==> src/rtl/vec_issue_pkg.sv <==
// Shared types and opcode helpers for the vector instruction issue unit.
// Entries carry the decoded config flag so the FSM never re-decodes the head.
package vec_issue_pkg;

    localparam int unsigned VXLEN = 32;

    typedef enum logic [6:0] {
        V_LOAD  = 7'h07,
        V_STORE = 7'h27,
        V_ARITH = 7'h57
    } v_opcode_e;

    localparam logic [2:0] CFG_FUNC3 = 3'b111;

    typedef enum logic [1:0] {
        IDLE,
        DRAIN,
        CFG_WAIT,
        WB
    } issue_state_e;

    typedef struct packed {
        logic [VXLEN-1:0] word;
        logic [VXLEN-1:0] rs1;
        logic [VXLEN-1:0] rs2;
        logic             is_cfg;
    } issue_entry_t;

    function automatic logic is_vec_opcode(input logic [6:0] op);
        return (op == V_ARITH) || (op == V_LOAD) || (op == V_STORE);
    endfunction

    function automatic logic is_cfg_inst(input logic [6:0] op, input logic [2:0] f3);
        return (op == V_ARITH) && (f3 == CFG_FUNC3);
    endfunction

endpackage

==> src/rtl/vec_issue_fifo.sv <==
// In-order synchronous FIFO with async reset; head is the current read entry.
// Pointers carry one extra wrap bit so full and empty are distinguishable.
module vec_issue_fifo #(
    parameter int unsigned WIDTH = 8,
    parameter int unsigned DEPTH = 4
) (
    input  logic             clk,
    input  logic             reset,
    input  logic             push,
    input  logic [WIDTH-1:0] push_data,
    input  logic             pop,
    output logic [WIDTH-1:0] head,
    output logic             full,
    output logic             empty
);

    localparam int unsigned AW = $clog2(DEPTH);

    logic [WIDTH-1:0] mem [DEPTH];
    logic [AW:0]      wr_ptr_q;
    logic [AW:0]      rd_ptr_q;

    assign empty = (wr_ptr_q == rd_ptr_q);
    assign full  = (wr_ptr_q[AW] != rd_ptr_q[AW]) && (wr_ptr_q[AW-1:0] == rd_ptr_q[AW-1:0]);
    assign head  = mem[rd_ptr_q[AW-1:0]];

    always_ff @(posedge clk or posedge reset) begin
        if (reset) begin
            wr_ptr_q <= '0;
            rd_ptr_q <= '0;
        end else begin
            if (push && !full) wr_ptr_q <= wr_ptr_q + 1'b1;
            if (pop && !empty) rd_ptr_q <= rd_ptr_q + 1'b1;
        end
    end

    always_ff @(posedge clk) begin
        if (push && !full) mem[wr_ptr_q[AW-1:0]] <= push_data;
    end

endmodule

==> src/rtl/vec_inst_issue_unit.sv <==
// Buffers vector instructions from the scalar pipeline and issues them in order,
// draining in-flight work around config instructions and writing the new vl back.
module vec_inst_issue_unit
    import vec_issue_pkg::*;
#(
    parameter int unsigned XLEN    = VXLEN,
    parameter int unsigned DEPTH   = 4,
    parameter int unsigned MAX_OUT = 4
) (
    input  logic            clk,
    input  logic            reset,
    input  logic            inst_valid,
    input  logic [XLEN-1:0] inst,
    input  logic [XLEN-1:0] rs1_data,
    input  logic [XLEN-1:0] rs2_data,
    output logic            inst_ready,
    output logic            illegal_inst,
    output logic            vec_inst_valid,
    output logic [XLEN-1:0] vec_inst,
    output logic [XLEN-1:0] vec_rs1_data,
    output logic [XLEN-1:0] vec_rs2_data,
    input  logic            vec_inst_ready,
    input  logic            vec_done,
    input  logic [XLEN-1:0] vec_rd_data,
    output logic            scalar_wb_valid,
    output logic [4:0]      scalar_wb_addr,
    output logic [XLEN-1:0] scalar_wb_data,
    output logic            cfg_pending
);

    localparam int unsigned OW = $clog2(MAX_OUT + 1);
    localparam int unsigned CW = $clog2(DEPTH + 1);

    issue_entry_t    push_entry;
    issue_entry_t    head_entry;
    logic            full, empty;
    logic            accept, push, pop, done_ok;
    logic [OW-1:0]   out_q, out_d;
    logic [CW-1:0]   cfg_cnt_q, cfg_cnt_d;
    issue_state_e    state_q, state_d;
    logic [4:0]      cfg_rd_q;
    logic            illegal_q;
    logic [4:0]      wb_addr_q;
    logic [XLEN-1:0] wb_data_q;

    assign inst_ready = !full;
    assign accept     = inst_valid && inst_ready;
    assign push       = accept && is_vec_opcode(inst[6:0]);
    assign pop        = vec_inst_valid && vec_inst_ready;
    // Completions with nothing outstanding (e.g. stale ones after reset) are dropped.
    assign done_ok    = vec_done && (out_q != '0);

    assign push_entry = '{word: inst, rs1: rs1_data, rs2: rs2_data,
                          is_cfg: is_cfg_inst(inst[6:0], inst[14:12])};

    vec_issue_fifo #(
        .WIDTH($bits(issue_entry_t)),
        .DEPTH(DEPTH)
    ) u_fifo (
        .clk      (clk),
        .reset    (reset),
        .push     (push),
        .push_data(push_entry),
        .pop      (pop),
        .head     (head_entry),
        .full     (full),
        .empty    (empty)
    );

    assign vec_inst        = empty ? '0 : head_entry.word;
    assign vec_rs1_data    = empty ? '0 : head_entry.rs1;
    assign vec_rs2_data    = empty ? '0 : head_entry.rs2;
    assign illegal_inst    = illegal_q;
    assign scalar_wb_addr  = wb_addr_q;
    assign scalar_wb_data  = wb_data_q;
    assign cfg_pending     = (cfg_cnt_q != '0) || (state_q != IDLE);

    always_comb begin
        out_d = out_q;
        if (pop && !done_ok)      out_d = out_q + OW'(1);
        else if (!pop && done_ok) out_d = out_q - OW'(1);

        cfg_cnt_d = cfg_cnt_q;
        if ((push && push_entry.is_cfg) && !(pop && head_entry.is_cfg)) begin
            cfg_cnt_d = cfg_cnt_q + CW'(1);
        end else if (!(push && push_entry.is_cfg) && (pop && head_entry.is_cfg)) begin
            cfg_cnt_d = cfg_cnt_q - CW'(1);
        end
    end

    always_comb begin
        state_d         = state_q;
        vec_inst_valid  = 1'b0;
        scalar_wb_valid = 1'b0;
        unique case (state_q)
            IDLE: begin
                if (!empty) begin
                    if (head_entry.is_cfg) state_d = DRAIN;
                    else                   vec_inst_valid = (out_q < OW'(MAX_OUT));
                end
            end
            DRAIN: begin
                vec_inst_valid = (out_q == '0);
                if (pop) state_d = CFG_WAIT;
            end
            CFG_WAIT: begin
                if (done_ok) state_d = (cfg_rd_q != 5'd0) ? WB : IDLE;
            end
            WB: begin
                scalar_wb_valid = 1'b1;
                state_d         = IDLE;
            end
            default: state_d = IDLE;
        endcase
    end

    always_ff @(posedge clk or posedge reset) begin
        if (reset) begin
            state_q   <= IDLE;
            out_q     <= '0;
            cfg_cnt_q <= '0;
            cfg_rd_q  <= '0;
            illegal_q <= 1'b0;
            wb_addr_q <= '0;
            wb_data_q <= '0;
        end else begin
            state_q   <= state_d;
            out_q     <= out_d;
            cfg_cnt_q <= cfg_cnt_d;
            illegal_q <= accept && !is_vec_opcode(inst[6:0]);
            if (pop && (state_q == DRAIN)) cfg_rd_q <= head_entry.word[11:7];
            if ((state_q == CFG_WAIT) && done_ok) begin
                wb_addr_q <= cfg_rd_q;
                wb_data_q <= vec_rd_data;
            end
        end
    end

endmodule

==> config.mk <==
export PLATFORM = sky130hd
export DESIGN_NAME = vec_inst_issue_unit
export DESIGN_NICKNAME = d
export VERILOG_FILES = /design/src/rtl/vec_issue_pkg.sv /design/src/rtl/vec_issue_fifo.sv /design/src/rtl/vec_inst_issue_unit.sv
export SDC_FILE = /design/constraint.sdc
export NUM_CORES = 1
export LEC_CHECK = 0
export BUFFER_PORTS_ARGS = -buffer_cell sky130_fd_sc_hd__buf_2
export CORE_ASPECT_RATIO = 1.25
export CORE_MARGIN = 5
export CORE_UTILIZATION = 45
export DETAILED_ROUTE_END_ITERATION = 7
export PLACE_DENSITY = 0.66
export SLEW_MARGIN = 20
export SYNTH_ARGS = -nofsm -noshare
export SYNTH_HDL_FRONTEND = slang
export SYNTH_SLANG_ARGS = --single-unit
==> constraint.sdc <==
create_clock -name clk -period 17.8 [get_ports clk]
set_clock_uncertainty 0.05 [all_clocks]
set_input_delay 0 -clock clk [delete_from_list [all_inputs] [get_ports clk]]
set_output_delay 0 -clock clk [all_outputs]
set_load 0.03 [all_outputs]
* Word level (Yosys, flattened, before mapping)
Memory sizes are Yosys's and may differ from the RTL's. Cells that the tools add are included.
Word-level totals: bits in registers 57, latch bits 0, RAM bits 388, ROM bits 0, input port bits 133, logic and storage cells 86, memories 1
Memories:
- u_fifo.mem | depth 4, bits a word 97, read ports 1, clocked after Yosys merged registers in 0, wr ports 1, line vec_issue_fifo.sv:19 | logic [WIDTH-1:0] mem [DEPTH];
Operators by class: add/sub/neg operators 6, multiply operators 0, divide/modulo/power cells 0, order comparisons 1, equal/unequal tests 14, shift operators 0, muxes and demuxes 19, bitwise operators 0, reductions and logical operators 36
Operators by type and width (number):
- $mux 32 | 3
- $logic_and 1x1->1 | 17
- $add 3x1->3 const B | 4
- $mux 3 | 4
- $mux 2 | 5
- $ne 2x2->1 const B | 4
- $pmux 2 s4 | 1
- $eq 7x3->1 const B | 1
- $eq 7x6->1 const B | 1
- $eq 7x7->1 const B | 1
- $logic_not 1->1 | 7
- $reduce_bool 2->1 | 3
- $reduce_bool 3->1 | 2
- $sub 3x1->3 const B | 2
- $mux 1 | 5
- $reduce_bool 5->1 | 1
- $eq 2x2->1 const B | 2
- $reduce_and 4->1 | 1
- $eq 3x3->1 | 1
- $eq 3x3->1 const B | 1
- $logic_not 3->1 | 1
- $logic_or 1x1->1 | 3
- $lt 3x3->1 const B | 1
- $eq 2x1->1 const B | 1
- other kinds (4) | 4

* Logic depth before layout (Yosys ltp)
Gate-level depths: netlist (run 1).
depth after elaboration 10, mapped depth 11, depth with buffers taken out 10

* Modules after synthesis
From an unflattened synthesis (run 1), not the netlist that was laid out.
Second synthesis, totals: cell total of the unflattened synthesis 812, area, all modules 17342.9 um^2
By module, submodules not included:
- vec_issue_fifo | times used 1, cells each 556, area an instance 14426.3 um^2, seq. area each 11801.3 um^2
- vec_inst_issue_unit | times used 1, cells each 256, area an instance 2916.5 um^2, seq. area each 1276.2 um^2

* Least setup slack after synthesis (run 1)
No wires, ideal clock.
path kind flip-flop to flip-flop, start register u_fifo.rd_ptr_q[1], end memory u_fifo.mem[3][0] in the netlist's numbering, enable pin, data arrival time 7.580 ns, data required time 17.074 ns, path slack 9.494 ns, stages on the path, launching flop included 5, period minus slack after synthesis 8.306 ns, cell sequence dfrtp_1 -> buf_2 -> xnor2_1 -> a31o_2 -> nor3_1
Between the ends: cells in the longest elaborated chain, start to end 8
RTL lines:
- start: declaration | line vec_issue_fifo.sv:21 | logic [AW:0] rd_ptr_q;
- start signal: assignment | line vec_issue_fifo.sv:33 | if (pop && !empty) rd_ptr_q <= rd_ptr_q + 1'b1;
- $eq 2x2->1 * | line vec_issue_fifo.sv:24 | assign full = (wr_ptr_q[AW] != rd_ptr_q[AW]) && (wr_ptr_q[AW-1:0] == rd_ptr_q[AW-1:0]);
- $logic_and 1x1->1 * | line vec_issue_fifo.sv:24
- $logic_not 1->1 * | line vec_issue_fifo.sv:38, vec_inst_issue_unit.sv:46
- $logic_and 1x1->1 | line vec_inst_issue_unit.sv:47 | assign accept = inst_valid && inst_ready;
- $logic_and 1x1->1 | line vec_inst_issue_unit.sv:48 | assign push = accept && is_vec_opcode(inst[6:0]);
- $logic_and 1x1->1 * | line vec_issue_fifo.sv:38 | if (push && !full) mem[wr_ptr_q[AW-1:0]] <= push_data;
- $mux 1 * | line vec_issue_fifo.sv:38
- $mux 1 (not written as such) * | line vec_issue_fifo.sv:38
- end: declaration | line vec_issue_fifo.sv:19
Mark *: on every way between the ends. The rest lies on a longest branch, timed or not.

* Worst setup path in the final report (run 1)
start register u_fifo.rd_ptr_q[1], end memory u_fifo.mem[2][79] in the netlist's numbering, enable pin
Same word-level chain as after synthesis.

==> results.sh, run 1 <==
export IMPL_clkSinkCount=445
export IMPL_syn_area_mm2=0.01711
export IMPL_finalHoldViolations=0
export IMPL_cpPeakStageDelay_ns=0.98
export IMPL_ys_ff_latch=445
export IMPL_switchingPower_w=0.0005616
export IMPL_mostFrequentLayoutCells="edfxtp_1, buf_2, dlygate4sd3_1"
export IMPL_grt_overflow=0
export IMPL_antenna_found_initial=1
export IMPL_cp_start_kind="register"
export IMPL_drive_above_1_share_pct=39.70
export IMPL_finalSetupTns_ns=0
export IMPL_async_flop_share_pct=12.81
export IMPL_grt_first_pass_wirelength_um=56170
export IMPL_place_congestion=0.7437
export IMPL_first_pass_iters=5
export IMPL_row_count=79
export IMPL_grt_usage_pct=17.27
export IMPL_dp_hpwl_um=21790
export IMPL_synth_flop_cell="edfxtp_1"
export IMPL_start_util_pct=45.79
export IMPL_synth_warnings=0
export IMPL_wl_per_cell_um=21.01
export IMPL_critical_path_top_delay_family="simple AND/OR/NAND/NOR gates"
export IMPL_antenna_left=0
export IMPL_cap_violations=0
export IMPL_cts_tree="built"
export IMPL_io_pins=271
export IMPL_layout_commonest_cell="edfxtp_1"
export IMPL_postLayoutCoreUtil_pct=58.13
export IMPL_fin_nets=1356
export IMPL_tightest_slew_ns=1.065
export IMPL_power_total_w=0.002321
export IMPL_slew_viol_final=0
export IMPL_post_cts_resized=0
export IMPL_slew_headroom_pct=28.99
export IMPL_path_cells="xnor2_1 -> a31o_2 -> nor2_1 -> and2_4 -> buf_4"
export IMPL_die_h_um=228.0
export IMPL_synth_avg_cell_area_um2=21.60
export IMPL_maxUsedRoutingLayer="met4"
export IMPL_power_frac_clock_pct=38.7
export IMPL_cts_made_buffers=43
export IMPL_core_mm2=0.03736
export IMPL_end_kind="register"
export IMPL_swShare_pct=24.20
export IMPL_routed_via_density=5.097
export IMPL_cp_slowest_cell="dfrtp_4"
export IMPL_wl_met1_um=14100
export IMPL_arrival_ns=3.89
export IMPL_synthCells=792
export IMPL_dr_wl_met3_um=2130
export IMPL_whs_ns=0.1690
export IMPL_yosysTopAreaCellShare_pct=68.11
export IMPL_hold_path_class="in -> async"
export IMPL_drt_initial_drc_count=481
export IMPL_port_buffers=270
export IMPL_grt_pass1_vias=9787
export IMPL_crit_buf_inv=1
export IMPL_setup_viol=0
export IMPL_status="finished, final reports clean"
export IMPL_fp_dieW_um=184.4
export IMPL_ir_worst_vdd_v=0.00009433
export IMPL_rsz0062_at_grt="no"
export IMPL_clk_path_buf_depth=3
export IMPL_insertion_delay_ns=0.53
export IMPL_cts_max_level=2
export IMPL_ys_seq_area_share_pct=76.44
export IMPL_finalWorstSetupSlack_ns=14.02
export IMPL_synth_top_area_cell="edfxtp_1"
export IMPL_max_freq_ghz=0.2646
export IMPL_grt_max_degree=100
export IMPL_dp_slack_ns=13.91
export IMPL_internal_power_w=0.001759
export IMPL_syn2layout_area_growth_pct=26.96
export IMPL_drc=0
export IMPL_pwr_share_comb_pct=12.0
export IMPL_cts_setup_buffers=0
export IMPL_synth_area_leaders="edfxtp_1, mux4_2, dfrtp_1"
export IMPL_met2_length_um=19300
export IMPL_syn_num_nets=934
export IMPL_dieArea_mm2=0.04204
export IMPL_synth_edf_count=388
export IMPL_clk_pin_slew_ns=0.06
export IMPL_worstPathMaxFanout=57
export IMPL_cts_root_buf="clkbuf_16"
export IMPL_yosys_cell_types_count=37
export IMPL_wirelength_um=36430
export IMPL_period_minus_slack_ns=3.779
export IMPL_critical_path_class="reg -> reg"
export IMPL_power_density_mw_per_mm2=106.8
export IMPL_p_leak_nw=8.006
export IMPL_pwr_share_seq_pct=49.3
export IMPL_vias=8838
export IMPL_fin_crit_sh_pct=21.23
export IMPL_required_ns=17.91
power by group through the flow:
stage / Combinational [W] / Clock (W) / Sequential [W]
floorplan: 0.000155 / 0 / 0.00117
finish: 0.000278 / 0.000899 / 0.00114
global route: 0.000296 / 0.000967 / 0.00114
CTS: 0.000284 / 0.000925 / 0.00114
detailed placement: 0.000259 / 0 / 0.00117
global placement: 0.000256 / 0 / 0.00117
worst register-to-register path, stage by stage (launching register included):
cell and delay, ns:
dfrtp_4 0.98, xnor2_1 0.23, a31o_2 0.31, nor2_1 0.31
and2_4 0.70, buf_4 0.79
what timing repair did:
item,CTS,global route
endpoints found under the hold margin,489,0
endpoints found under the setup margin,0,0
hold buffers,132,0
cells by family after synthesis:
family | synth area share [%]
DFF | 76.44
muxes | 15.80
and+or+nand+nor | 4.732
buffers and inverters | 1.214
xor gates and xnor gates | 0.6655
AOI/OAI and AO/OA | 0.4022
adders and majority gates | 0.7460
sequential cells by signal (all words and copies together), names as in the netlist:
register         cells
cfg_cnt_q            3
cfg_rd_q             5
illegal_inst         1
out_q                3
scalar_wb_addr       5
scalar_wb_data      32
state_q              2
u_fifo.mem         388
u_fifo.rd_ptr_q      3
u_fifo.wr_ptr_q      3
final timing paths:
check | to | startpoint | cells after the start | slack, ns
max reg2reg | u_fifo.mem[2][79] | u_fifo.rd_ptr_q[1] | 5 | 14.02
max | u_fifo.mem[2][79] | u_fifo.rd_ptr_q[1] | 5 | 14.02
min reg2reg | cfg_cnt_q[2] | cfg_cnt_q[2] | 1 | 0.42
min | cfg_cnt_q[1] | reset | 4 | 0.17
min in group clk | u_fifo.mem[2][4] | rs2_data[3] | 2 | 0.17
max in group asynchronous | u_fifo.rd_ptr_q[0] | reset | 4 | 16.98
cell usage after synthesis, types with 3 or more instances:
cell type / n
and2_1: 102
buf_2: 13
buf_6: 3
clkbuf_1: 19
dfrtp_1: 57
edfxtp_1: 388
ha_1: 7
inv_1: 8
mux2_2: 45
mux4_2: 97
nand2_1: 4
nor2_1: 8
nor3_1: 3
xnor2_1: 6
xor2_1: 7
layout make-up:
| cell class | count | area (um^2) |
|---|---|---|
| Multi-Input combinational cell | 303 | 3837 |
| Clock inverter | 23 | 242.7 |
| Clock buffer | 55 | 1151 |
| Tap cell | 486 | 608.1 |
| Fill cell | 2812 | 15640 |
| Timing Repair Buffer | 413 | 2763 |
| Sequential cell | 445 | 13090 |
| Antenna cell | 1 | 2.502 |
| Inverter | 8 | 30.03 |
metrics by stage:
stage	area (um^2)	cells
2_1_floorplan	17110	792
3_3_place_gp	18990	1523
3_5_place_dp	18990	1523
4_1_cts	21710	1733
5_1_grt	21720	1734
6_report	21720	1734
per-layer routing:
layer | track usage (%) | up-vias
met5 | 0 | -
met3 | 2.993 | 57
met2 | 31.39 | 266
met1 | 21.07 | 4509
met4 | 4.947 | 0
li1 | - | 4006
Power figures use the tool's default switching activity.
==> run 2, diff against run 1 <==
- PLACE_DENSITY: 0.66 -> 0.68
- clock period: 17.8 -> 3.2 ns (I/O delays scaled with it)
==> run 2 against run 1 <==
Effect of this change:
- first-iteration DRC count decreased by 8.5%
- design area increased by 1.2%
- non-clock buffer count increased by 8
- clock power increased to 5.8 times the previous value
- global-route usage decreased by 0.60 points
- sequential power increased to 5.6 times the previous value
- power increased to 5.7 times the previous value
- final cell count increased by 0.58%
- hold slack got worse by 0.023 ns
- die area unchanged
- clock-buffer cell count increased by 3
- via count increased by 1.0%
==> results.sh, run 2 (same netlist as run 1, synthesis figures left out) <==
export IMPL_finalHoldViolations=0
export IMPL_setup_viol=0
export IMPL_end_kind="output port"
export IMPL_pwr_share_comb_pct=11.8
export IMPL_rsz0062_at_grt="no"
export IMPL_dp_slack_ns=0.5338
export IMPL_globalRouteMet1Util_pct=20.42
export IMPL_port_buffers=270
export IMPL_worstPathMaxFanout=37
export IMPL_cts_made_buffers=43
export IMPL_power_density_mw_per_mm2=597.8
export IMPL_switchingPower_w=0.003104
export IMPL_finalSetupTns_ns=0
export IMPL_clk_pin_slew_ns=0.06
export IMPL_cts_tree="built"
export IMPL_fin_crit_sh_pct=89.02
export IMPL_wirelength_um=35410
export IMPL_use_met2_pct=29.89
export IMPL_max_freq_ghz=0.3511
export IMPL_routed_via_density=5.119
export IMPL_first_pass_iters=4
export IMPL_antenna_left=0
export IMPL_slew_headroom_pct=36.16
export IMPL_tightest_slew_ns=0.9576
export IMPL_period_minus_slack_ns=2.848
export IMPL_critical_path_class="reg -> out"
export IMPL_grt_usage_pct=16.67
export IMPL_drt_initial_drc_count=440
export IMPL_start_util_pct=45.79
export IMPL_finalWorstSetupSlack_ns=0.3515
export IMPL_core_mm2=0.03736
export IMPL_antenna_found_initial=3
export IMPL_insertion_delay_ns=0.53
export IMPL_ir_worst_vdd_v=0.0004916
export IMPL_cts_root_buf="clkbuf_16"
export IMPL_clkSinkCount=445
export IMPL_syn2layout_area_growth_pct=28.49
export IMPL_required_ns=3.15
export IMPL_power_frac_clock_pct=39.8
export IMPL_power_total_w=0.01314
export IMPL_r2r_worst_path_cells=10
export IMPL_drive_above_1_share_pct=40.29
export IMPL_drc=0
export IMPL_layout_commonest_cell="edfxtp_1"
export IMPL_dieArea_mm2=0.04204
export IMPL_grt_max_degree=57
export IMPL_place_area_mm2=0.01917
export IMPL_largest_reg_flops=388
export IMPL_arrival_ns=2.80
export IMPL_wl_per_cell_um=20.30
export IMPL_grt_pass1_vias=9638
export IMPL_r2r_start="u_fifo.rd_ptr_q[0]"
export IMPL_io_pins=271
export IMPL_row_count=79
export IMPL_place_congestion=0.7272
export IMPL_pwr_share_seq_pct=48.4
export IMPL_postLayoutCoreUtil_pct=58.83
export IMPL_met3_usage_pct=3.327
export IMPL_top_usage_layer="met2"
export IMPL_fin_nets=1364
export IMPL_mostFrequentLayoutCells="edfxtp_1, buf_2, dlygate4sd3_1"
export IMPL_clk_path_buf_depth=3
export IMPL_fillCellCount=2736
export IMPL_grt_first_pass_wirelength_um=54910
export IMPL_swShare_pct=23.62
export IMPL_cts_max_level=2
export IMPL_hold_path_class="in -> async"
export IMPL_fp_dieW_um=184.4
export IMPL_r2r_setup_slack_ns=0.53
export IMPL_slew_viol_final=0
export IMPL_status="finished, final reports clean"
export IMPL_internal_power_w=0.01004
export IMPL_p_leak_nw=8.121
export IMPL_grt_overflow=0
export IMPL_r2r_end="cfg_cnt_q[2]"
export IMPL_dp_hpwl_um=21120
export IMPL_cap_violations=0
export IMPL_die_h_um=228.0
export IMPL_cp_start_kind="register"
export IMPL_vias=8928
export IMPL_final_area_mm2=0.02198
## run 2: cell count changes in the layout (fill, tap and decap cells not counted), sizes merged
| cell | previous run | this run |
|---|---|---|
| clkinv | 16 | 12 |
| buf | 281 | 289 |
| diode | 1 | 2 |
| bufinv | 5 | 7 |
| clkbuf | 55 | 58 |
## run 2: worst max path at each step
stage / start / endpoint / slack, ns / cells after the start
after floorplan: u_fifo.rd_ptr_q[0] / u_fifo.mem[3][0] / -0.58 / 4
after global placement: u_fifo.rd_ptr_q[0] / out_q[2] / 0.61 / 10
after detailed placement: u_fifo.rd_ptr_q[0] / cfg_cnt_q[2] / 0.53 / 10
after CTS: u_fifo.rd_ptr_q[0] / vec_rs2_data[29] / 0.04 / 5
after global routing: u_fifo.rd_ptr_q[0] / vec_rs1_data[2] / 0.13 / 5
final: u_fifo.rd_ptr_q[0] / vec_rs2_data[29] / 0.35 / 5
## run 2: power by group through the flow
stage	Combinational (W)	Clock, W	Sequential, W
floorplan	0.000870	0	0.00649
global placement	0.00144	0	0.00648
detailed placement	0.00144	0	0.00649
CTS	0.00158	0.00538	0.00636
global route	0.00165	0.00563	0.00636
finish	0.00155	0.00523	0.00636
## run 2: layout make-up
class                   instances  area, um^2  area share [%]
flip-flops and latches        445       13090           59.53
multi-input cells             303        3856           17.54
repair buffers                421        2919           13.28
clock buffers                  58        1195           5.436
well taps                     486       608.1           2.766
clock inverters                21       282.8           1.286
inverters                       8       30.03          0.1366
diodes                          2       5.005         0.02277
## run 2: per-stage QoR
| stage | cells | hold slack (ns) |
|---|---|---|
| after global routing | 1743 | 0.1478 |
| after detailed placement | 1531 | 0.1640 |
| after CTS | 1742 | 0.1287 |
| after floorplan | 792 | 0.04887 |
| after global placement | 1531 | 0.1620 |
| final | 1744 | 0.1456 |
## run 2: worst max-delay path, stage by stage, from the launching register on
cell	delay, ns
dfrtp_4	0.44
buf_4	0.34
buf_6	0.50
mux4_2	0.56
and2_1	0.21
buf_2	0.19
## run 2: metal layers
metal,wire length (um),vias to the layer above
li1,-,4027
met1,13540,4596
met2,18970,249
met3,2064,54
met4,818,2
met5,13,-
## run 2: timing repair
action | in CTS | in global routing
buffers inserted | 0 | 0
gates resized for setup | 0 | 1
hold buffers | 132 | 0
endpoints found under the setup margin | 0 | 37
hold endpoints to repair | 473 | 0
==> run 3, diff against run 2 <==
- CTS_CLUSTER_DIAMETER: unset -> 150
- PLACE_DENSITY: 0.68 -> 0.74
==> run 3 against run 2 <==
Effect of this change:
- utilization decreased by 0.36 points
- sequential share of layout area grew 0.36 points
- register-to-register slack gained 0.03 ns
- clock power down 4.6%
- maximum frequency fell by 3.1%
- routed wire length grew 3.0%
- die area did not move
==> results.sh, run 3 (same netlist as run 1, synthesis figures left out) <==
export IMPL_slew_headroom_pct=32.45
export IMPL_clk_pin_slew_ns=0.06
export IMPL_grt_overflow=0
export IMPL_cp_start_kind="register"
export IMPL_start_util_pct=45.79
export IMPL_cts_made_buffers=43
export IMPL_grt_usage_pct=17.16
export IMPL_worstPathMaxFanout=39
export IMPL_multiInputGateArea_mm2=0.003851
export IMPL_slew_viol_final=0
export IMPL_first_pass_iters=5
export IMPL_cpPeakStageDelay_ns=0.60
export IMPL_critical_path_class="reg -> out"
export IMPL_crit_buf_inv=3
export IMPL_dp_hpwl_um=21220
export IMPL_r2r_start="u_fifo.rd_ptr_q[0]"
export IMPL_grt_max_degree=100
export IMPL_row_count=79
export IMPL_cts_root_buf="clkbuf_16"
export IMPL_power_density_mw_per_mm2=590.9
export IMPL_vias=8991
export IMPL_critical_path_top_delay_family="buffers and inverters"
export IMPL_largest_reg_flops=388
export IMPL_core_mm2=0.03736
export IMPL_path_cells="buf_4 -> buf_6 -> mux4_2 -> and2_1 -> buf_2"
export IMPL_status="finished, final reports clean"
export IMPL_fin_nets=1363
export IMPL_r2r_worst_path_cells=10
export IMPL_drt_initial_drc_count=497
export IMPL_seq_area_mm2=0.01309
export IMPL_routed_via_density=5.152
export IMPL_met3_usage_pct=3.518
export IMPL_fillCellCount=2695
export IMPL_rsz0062_at_grt="no"
export IMPL_layout_commonest_cell="edfxtp_1"
export IMPL_use_met2_pct=31.14
export IMPL_r2r_end="out_q[2]"
export IMPL_cts_setup_buffers=0
export IMPL_grt_pass1_vias=9878
export IMPL_finalHoldViolations=0
export IMPL_mostFrequentLayoutCells="edfxtp_1, buf_2, dlygate4sd3_1"
export IMPL_clkSinkCount=445
export IMPL_top_usage_layer="met2"
export IMPL_clk_path_buf_depth=3
export IMPL_syn2layout_area_growth_pct=27.70
export IMPL_period_minus_slack_ns=2.940
export IMPL_port_buffers=270
export IMPL_arrival_ns=2.89
export IMPL_io_pins=271
export IMPL_fp_dieW_um=184.4
export IMPL_cts_max_level=2
export IMPL_wl_per_cell_um=20.91
export IMPL_postLayoutCoreUtil_pct=58.47
export IMPL_r2r_setup_slack_ns=0.56
export IMPL_insertion_delay_ns=0.54
export IMPL_tightest_slew_ns=1.013
export IMPL_fin_crit_sh_pct=91.88
export IMPL_setup_viol=0
export IMPL_place_congestion=0.7297
export IMPL_antenna_left=0
export IMPL_cap_violations=0
export IMPL_antenna_found_initial=5
export IMPL_hold_path_class="in -> async"
export IMPL_power_total_w=0.01291
export IMPL_wirelength_um=36490
export IMPL_cts_tree="built"
export IMPL_die_h_um=228.0
export IMPL_grt_first_pass_wirelength_um=55920
export IMPL_dieArea_mm2=0.04204
export IMPL_required_ns=3.15
export IMPL_cp_slowest_cell="mux4_2"
export IMPL_whs_ns=0.06674
export IMPL_p_leak_nw=8.055
export IMPL_globalRouteMet1Util_pct=20.01
export IMPL_end_kind="output port"
export IMPL_drive_above_1_share_pct=39.95
export IMPL_max_freq_ghz=0.3401
export IMPL_drc=0
export IMPL_ir_worst_vdd_v=0.0004997
run 3: routing by layer:
layer | routed length [um] | vias to the layer above | part of all wire, %
met5 | 13 | - | 0.036
met4 | 1054 | 2 | 2.9
met3 | 2261 | 66 | 6.2
met2 | 19790 | 274 | 54
met1 | 13370 | 4616 | 37
li1 | - | 4033 | -
run 3: where the power goes:
| group | switching (W) | internal (W) | leakage [nW] |
|---|---|---|---|
| registers | 0.0000247 | 0.00634 | 4.27 |
| logic | 0.00105 | 0.000498 | 3.12 |
| clock network | 0.00205 | 0.00294 | 0.671 |
run 3: worst min-delay path, cell delays in order:
cell and delay [ns]:
dlygate4sd3_1 0.53, buf_2 0.13, inv_2 0.50
run 3: worst max-delay path by stage:
stage | startpoint | end | slack, ns | cells past startpoint
floorplan | u_fifo.rd_ptr_q[0] | u_fifo.mem[3][0] | -0.58 | 4
global placement | u_fifo.rd_ptr_q[0] | vec_rs1_data[6] | 0.56 | 5
detailed placement | u_fifo.rd_ptr_q[0] | out_q[2] | 0.55 | 10
CTS | u_fifo.rd_ptr_q[0] | vec_rs2_data[18] | 0.17 | 5
global route | u_fifo.rd_ptr_q[0] | vec_rs1_data[10] | 0.04 | 5
finish | u_fifo.rd_ptr_q[0] | vec_rs1_data[10] | 0.26 | 5
run 3: final cells by class:
| class | instances | area share [%] |
|---|---|---|
| Sequential cell | 445 | 59.89 |
| Multi-Input combinational cell | 303 | 17.63 |
| Timing Repair Buffer | 420 | 13.16 |
| Clock buffer | 58 | 5.275 |
| Tap cell | 486 | 2.783 |
| Clock inverter | 20 | 1.071 |
| Inverter | 8 | 0.1374 |
| Antenna cell | 5 | 0.05727 |
run 3: repair_timing:
item                                    CTS  global route
gates resized for setup                   1             0
endpoints found under the setup margin   24             0
endpoints found under the hold margin   468             0
hold buffers                            132             0
run 3: metrics by stage:
step                instances  instance area, um^2  setup slack [ns]  TNS, ns
floorplan                 792                17130           -0.5759   -56.35
global placement         1530                19120            0.5635        0
CTS                      1740                21830            0.1676        0
global route             1745                21850           0.04089        0
detailed placement       1530                19120            0.5460        0
finish                   1745                21850            0.2599        0
